### config.mk
export PLATFORM = sky130hd
export DESIGN_NAME = gray_sync_decoder
export DESIGN_NICKNAME = d
export VERILOG_FILES = /design/src/rtl/gray_sync_decoder.sv
export SDC_FILE = /design/constraint.sdc
export NUM_CORES = 1
export LEC_CHECK = 0
export CORE_AREA = 2 2 48 67
export CTS_BUF_LIST = sky130_fd_sc_hd__clkbuf_2 sky130_fd_sc_hd__clkbuf_4 sky130_fd_sc_hd__clkbuf_8
export CTS_CLUSTER_DIAMETER = 30
export CTS_CLUSTER_SIZE = 8
export DETAILED_ROUTE_END_ITERATION = 10
export DIE_AREA = 0 0 50 69
export PLACE_DENSITY = 0.55
export SYNTH_ARGS = -nofsm -noshare
export SYNTH_HDL_FRONTEND = slang
export SYNTH_SLANG_ARGS = --single-unit
### constraint.sdc
create_clock -name clk -period 5.7 [get_ports clk]
set_clock_uncertainty 0.1 [all_clocks]
set_input_delay 0.57 -clock clk [delete_from_list [all_inputs] [get_ports clk]]
set_output_delay 0.57 -clock clk [all_outputs]
set_load 0.05 [all_outputs]
### src/rtl/gray_sync_decoder.sv
// gray_sync_decoder: synchronises an async Gray count, decodes it and reports direction, step errors and overflow.
// Define GRAY_SYNC_STAGE3_EN for a third synchroniser stage (4-edge latency instead of 3).
module gray_sync_decoder #(
    parameter int WIDTH = 4
) (
    input  logic             clk,
    input  logic             rst_n,
    input  logic [WIDTH-1:0] gray_in,
    input  logic             out_ready,
    input  logic             err_clr,
    output logic [WIDTH-1:0] bin_out,
    output logic             out_valid,
    output logic             dir,
    output logic             step_err,
    output logic             ovf
);
    logic [WIDTH-1:0] s1_q, s2_q, prev_q, bin_q, bin_d, cmp, cur_bin, prev_bin, step;
    logic             valid_q, valid_d, dir_q, dir_d, err_q, err_d, ovf_q, ovf_d;
    logic             chg, accept, load, bad;

    function automatic logic [WIDTH-1:0] g2b(input logic [WIDTH-1:0] g);
        logic [WIDTH-1:0] b;
        b[WIDTH-1] = g[WIDTH-1];
        for (int i = WIDTH - 2; i >= 0; i--) b[i] = b[i+1] ^ g[i];
        return b;
    endfunction

`ifdef GRAY_SYNC_STAGE3_EN
    logic [WIDTH-1:0] s3_q;
    always_ff @(posedge clk or negedge rst_n) begin
        if (!rst_n) s3_q <= '0;
        else        s3_q <= s2_q;
    end
    assign cmp = s3_q;
`else
    assign cmp = s2_q;
`endif

    always_comb begin
        cur_bin  = g2b(cmp);
        prev_bin = g2b(prev_q);
        step     = cur_bin - prev_bin;
        chg      = cmp != prev_q;
        accept   = !valid_q || out_ready;
        load     = chg && accept;
        bad      = chg && step != {{(WIDTH-1){1'b0}}, 1'b1} && step != '1;
        bin_d    = load ? cur_bin : bin_q;
        dir_d    = load ? (step == {{(WIDTH-1){1'b0}}, 1'b1}) : dir_q;
        valid_d  = load ? 1'b1 : (valid_q && !out_ready);
        // Setting a sticky flag takes priority over a same-cycle clear.
        err_d    = bad ? 1'b1 : (err_clr ? 1'b0 : err_q);
        ovf_d    = (chg && !accept) ? 1'b1 : (err_clr ? 1'b0 : ovf_q);
    end

    always_ff @(posedge clk or negedge rst_n) begin
        if (!rst_n) begin
            s1_q    <= '0;
            s2_q    <= '0;
            prev_q  <= '0;
            bin_q   <= '0;
            valid_q <= 1'b0;
            dir_q   <= 1'b0;
            err_q   <= 1'b0;
            ovf_q   <= 1'b0;
        end else begin
            s1_q    <= gray_in;
            s2_q    <= s1_q;
            prev_q  <= cmp;
            bin_q   <= bin_d;
            valid_q <= valid_d;
            dir_q   <= dir_d;
            err_q   <= err_d;
            ovf_q   <= ovf_d;
        end
    end

    assign bin_out   = bin_q;
    assign out_valid = valid_q;
    assign dir       = dir_q;
    assign step_err  = err_q;
    assign ovf       = ovf_q;
endmodule

---- After elaboration in Yosys (flattened, before gate mapping) ----
Index checks and enable logic that the tools add are counted.
cells by class
  bitwise logic cells ..................... 6
  reduce and logical (&&, ||, !) cells .... 11
  mux-type cells .......................... 4
  equality and inequality tests ........... 4
  $add $sub $neg .......................... 1
operators by type and width
  kind                                                                    count
  1-bit XOR                                                               6
  1-bit logical AND                                                       5
  4-bit by 1-bit equality test with 1-bit output (second input constant)  1
  1-bit 2-to-1 mux                                                        4
  4-bit by 1-bit != test with 1-bit output (second input constant)        1
  4-bit != test                                                           1
  4-bit != test (second input constant)                                   1
  2-bit nonzero test                                                      2
  4-bit subtractor                                                        1
  1-bit zero test                                                         3
  1-bit logical OR                                                        1
word-level totals
  output and inout port bits .............. 8
  register bits ........................... 20
  input port bits ......................... 8

---- Longest topological paths before layout ----
  depth in word-level cells ............... 8
  gate-level depth with buffers ........... 9
  gate-level depth less buffers ........... 9

---- Least setup slack after synthesis ----
Ideal clock, no wire load.
  path type ............................... register to register
  start point ............................. register s2_q[3] (netlist: cmp[3])
  end point ............................... register err_q (netlist: step_err)
  path slack .............................. 3.141 ns
  clock period less this slack ............ 2.559 ns
  library setup time ...................... 0.136 ns
  cell stages (with the launch flop) ...... 9
  data arrival time ....................... 2.323 ns
  path through ............................ dfrtp_1 > xor2_2 > xor2_2 > xnor2_1 > ha_1 > fa_1 > or4_1 > nor3_1 > a311oi_1
between the ends
  cells in the longest elaborated chain, start to end .. 8
  elaborated cells between the ends (all ways) .. 11
  classes of those cells .................. add/sub: 1; eq/ne: 3; mux: 1; bitwise: 3; reduce/logical: 3
ends and longest elaborated chain
  item                                                    RTL line  text
  start, declared                                         17        logic [WIDTH-1:0] s1_q, s2_q, prev_q, bin_q, bin_d, cmp, cur_bin, prev_bin, step;
  start signal, assigned                                  67        s2_q <= s1_q;
  1-bit XOR *                                             24        for (int i = WIDTH - 2; i >= 0; i--) b[i] = b[i+1] ^ g[i];
  named net cur_bin[2]                                    17
  1-bit XOR *                                             24
  named net cur_bin[1]                                    17
  1-bit XOR                                               24
  4-bit subtractor *                                      42        step = cur_bin - prev_bin;
  4-bit by 1-bit != test with 1-bit output                46        bad = chg && step != {{(WIDTH-1){1'b0}}, 1'b1} && step != '1;
  1-bit logical AND                                       46
  1-bit logical AND *                                     46
  1-bit 2-to-1 mux or 2-bit nonzero test (tied branches)  n/a
  end signal, assigned                                    72        err_q <= err_d;
  end, declared                                           18        logic valid_q, valid_d, dir_q, dir_d, err_q, err_d, ovf_q, ovf_d;
Mark *: on every way through the listed nets, which the timed path passes. The rest lies on a longest branch.
A chain may end at the register's enable or synchronous reset.

---- Worst setup path in the final report ----
Ends and elaborated chain as after synthesis.

==> impl_metrics.csv <==
group,metric,value,unit
clocking,post_cts_resized,0,
clocking,clkSlewWorstSetupHoldPaths,70,ps
finish,stdcell_area,0.00113,mm²
timing,slew_headroom,0.427,
worst_setup_path,required,5730,ps
floorplan,die_width,50,µm
yosys,yosys.area.top_type_share,0.571,
global_routing,antenna_found_initial,0,
worst_setup_path,critical_path_buf_inv_count,0,
timing,slew_viol_final,0,
worst_setup_path,crit_chain,"xor2_2 > xor2_2 > xnor2_1 > ha_1 > fa_1 > or4_1 > nor3_1 > a311oi_1",
yosys,yosys-top-cells-area,"dfrtp_1, xor2_2, xor2_1, ha_1, mux2_4",
drt,vias,516,
timing,fin_crit_sh,0.483,
placement,gp_congestion,0.792,
timing,fin_setup_tns,0,ps
floorplan,dieArea,0.00345,mm²
pwr,ir_drop,0.188,mV
drt,first_pass_iters,3,
worst_setup_path,crit_arrival,2780,ps
floorplan,ios,16,
drt,vias_per_cell,4.30,
placement,placed_area,0.00107,mm²
clocking,insertion_delay,260,ps
global_routing,grt-ovfl-total,0,
pwr,power_frac_comb,0.314,
drt,drtIter0Drc,6,
yosys,synth_most_common_cell,"dfrtp_1",
pwr,p_seq_frac,0.416,
yosys,synth_flop_cell,"dfrtp_1",
worst_setup_path,slowest_stage,"or4_1",
pwr,p_leak,0.480,nW
timing,rsz0062_at_grt,"false",
worst_setup_path,end_kind,"register",
finish,areaGrowthSynthToFinish,28.7,%
yosys,synth_seq_cells,20,
drt,avgRoutedWirePerCell,11.3,µm
worst_setup_path,cp_max_fo,4,
timing,setup_viol,0,
yosys,synth_area,876,µm²
global_routing,grt_pass1_vias,580,
drt,postRouteWirelength,1350,µm
timing,final_hold_viol_count,0,
placement,hpwl,1020,µm
worst_setup_path,cpMostUsedCell,"xor2_2",
job,drv_cap,0,
worst_hold_path,hold_path.class,"reg2reg",
global_routing,track_usage,0.103,
finish,final_layout_size_suffix_gt1_frac,0.120,
pwr,power_density,351,mW/mm²
timing,tightestPinTransition,857,ps
global_routing,grt_start_max_net_pins,21,
drt,final_antenna_net_count,0,
clocking,numClockSinks,20,
yosys,seq_area_frac_synth,0.571,
pwr,p_int,0.000266,W
timing,fin_crit,2750,ps
pwr,swShare,0.327,
floorplan,rows,23,
yosys,synth.distinct_cells,23,
worst_setup_path,slowest_delay,530,ps
finish,nFillCells,275,
finish,multi_input_area,360,µm²
floorplan,die_h,69,µm
yosys,yosys-top-cells-count,"dfrtp_1, xor2_1, inv_1, nand2_1",
yosys,synth_top_area_cell,"dfrtp_1",
clocking,cts.path.max_buffers,2,
yosys,synth-async-reset-ratio,1.00,
yosys,netlist_instances,64,
yosys,syn-num-nets,76,
clocking,root_buffer,"clkbuf_8",
clocking,post_cts_buffers,0,
floorplan,start_util,0.307,
placement,io_buffers,15,
finish,register_area,500,µm²
clocking,cts_made_buffers,3,
pwr,power_frac_clock,0.270,
clocking,htreeDepth,1,
timing,fmax,0.364,GHz
yosys,synth_area_per_cell,13.7,µm²
drt,drc,0,
status,status,"complete, no violations",
global_routing,grt_pass1_wl,2620,µm
worst_setup_path,path_class,"reg2reg",
yosys,synth_edf_count,0,
pwr,netSwitchingPower,0.000129,W
clocking,cts_tree,"yes",
floorplan,core,0.00285,mm²
worst_setup_path,start_kind,"register",
worst_setup_path,critical_path.top_delay_family,"simple AND/OR/NAND/NOR gates",
finish,diodes,0,
finish,final_nets,96,
yosys,yosys_warnings,0,
clocking,cts_hold_buf,0,
-- worst paths after layout --
path,start,to,slack [ps],cells past startpoint
min in group asynchronous,rst_n,s1_q[3],700,1
max in group asynchronous,rst_n,s1_q[2],4280,1
worst max register to register,cmp[3],step_err,2950,8
worst max-delay path,cmp[3],step_err,2950,8
worst min-delay path,s1_q[0],cmp[0],250,0
worst min register to register,s1_q[0],cmp[0],250,0
-- kinds of logic after synthesis --
logic type | count (synthesis) | share of synthesized area
muxes | 2 | 0.0343
xor gates and xnor gates | 11 | 0.136
AOI/OAI and AO/OA | 9 | 0.0872
adders and majority gates | 4 | 0.0657
DFF | 20 | 0.571
buffers and inverters | 4 | 0.0171
and+or+nand+nor | 14 | 0.0886
-- cell type report --
cell class / count / share of cell area
multi-input cells: 40 / 0.320
flip-flops and latches: 20 / 0.444
repair buffers: 15 / 0.133
clock buffers: 4 / 0.0488
well taps: 37 / 0.0411
inverters: 4 / 0.0133
-- power groups by stage --
| stage | Sequential, W | Combinational, W | Clock, W |
|---|---|---|---|
| finish | 0.000164 | 0.000124 | 0.000107 |
| global route | 0.000167 | 0.000136 | 0.000117 |
| CTS | 0.000165 | 0.000125 | 0.000111 |
| detailed placement | 0.000168 | 0.000125 | 0 |
| global placement | 0.000167 | 0.000124 | 0 |
| floorplan | 0.000201 | 0.0000536 | 0 |
-- cells in the final DEF (no fill, tap or decap), types with 2 or more instances in the layout --
master / n
inv_1: 4
mux2_4: 2
o21ai_1: 3
nor2b_1: 2
nor3_1: 2
ha_1: 3
xor2_1: 5
a21oi_1: 2
clkbuf_8: 4
xor2_2: 3
nand2_1: 4
xnor2_1: 3
clkdlybuf4s50_1: 15
dfrtp_1: 20
-- per-layer routing --
| metal | global-route usage | wire length [µm] | up-vias | share of wire |
|---|---|---|---|---|
| met4 | 0.0988 | 60 | 0 | 0.044 |
| met1 | 0.115 | 560 | 243 | 0.41 |
| met5 | 0 | 0 | - | 0 |
| li1 | - | - | 253 | - |
| met3 | 0.0216 | 48 | 5 | 0.036 |
| met2 | 0.156 | 681 | 15 | 0.50 |
-- stage by stage --
stage               total power (W)  hold WS [ps]  setup slack [ps]  instances   util
floorplan                  0.000254           174              3140         64      -
global placement           0.000291           234              2960        116  0.376
detailed placement         0.000293           235              2950        116  0.376
CTS                        0.000401           251              2920        120  0.396
global route               0.000420           262              2760        120  0.396
finish                     0.000395           249              2950        120  0.396
-- sequential cells by signal, summed over array words and instances, names as in the netlist --
name       count
s1_q           4
cmp            4
prev_q         4
dir            1
out_valid      1
bin_out        4
step_err       1
ovf            1
No activity file was read; power rests on OpenSTA's default activity.
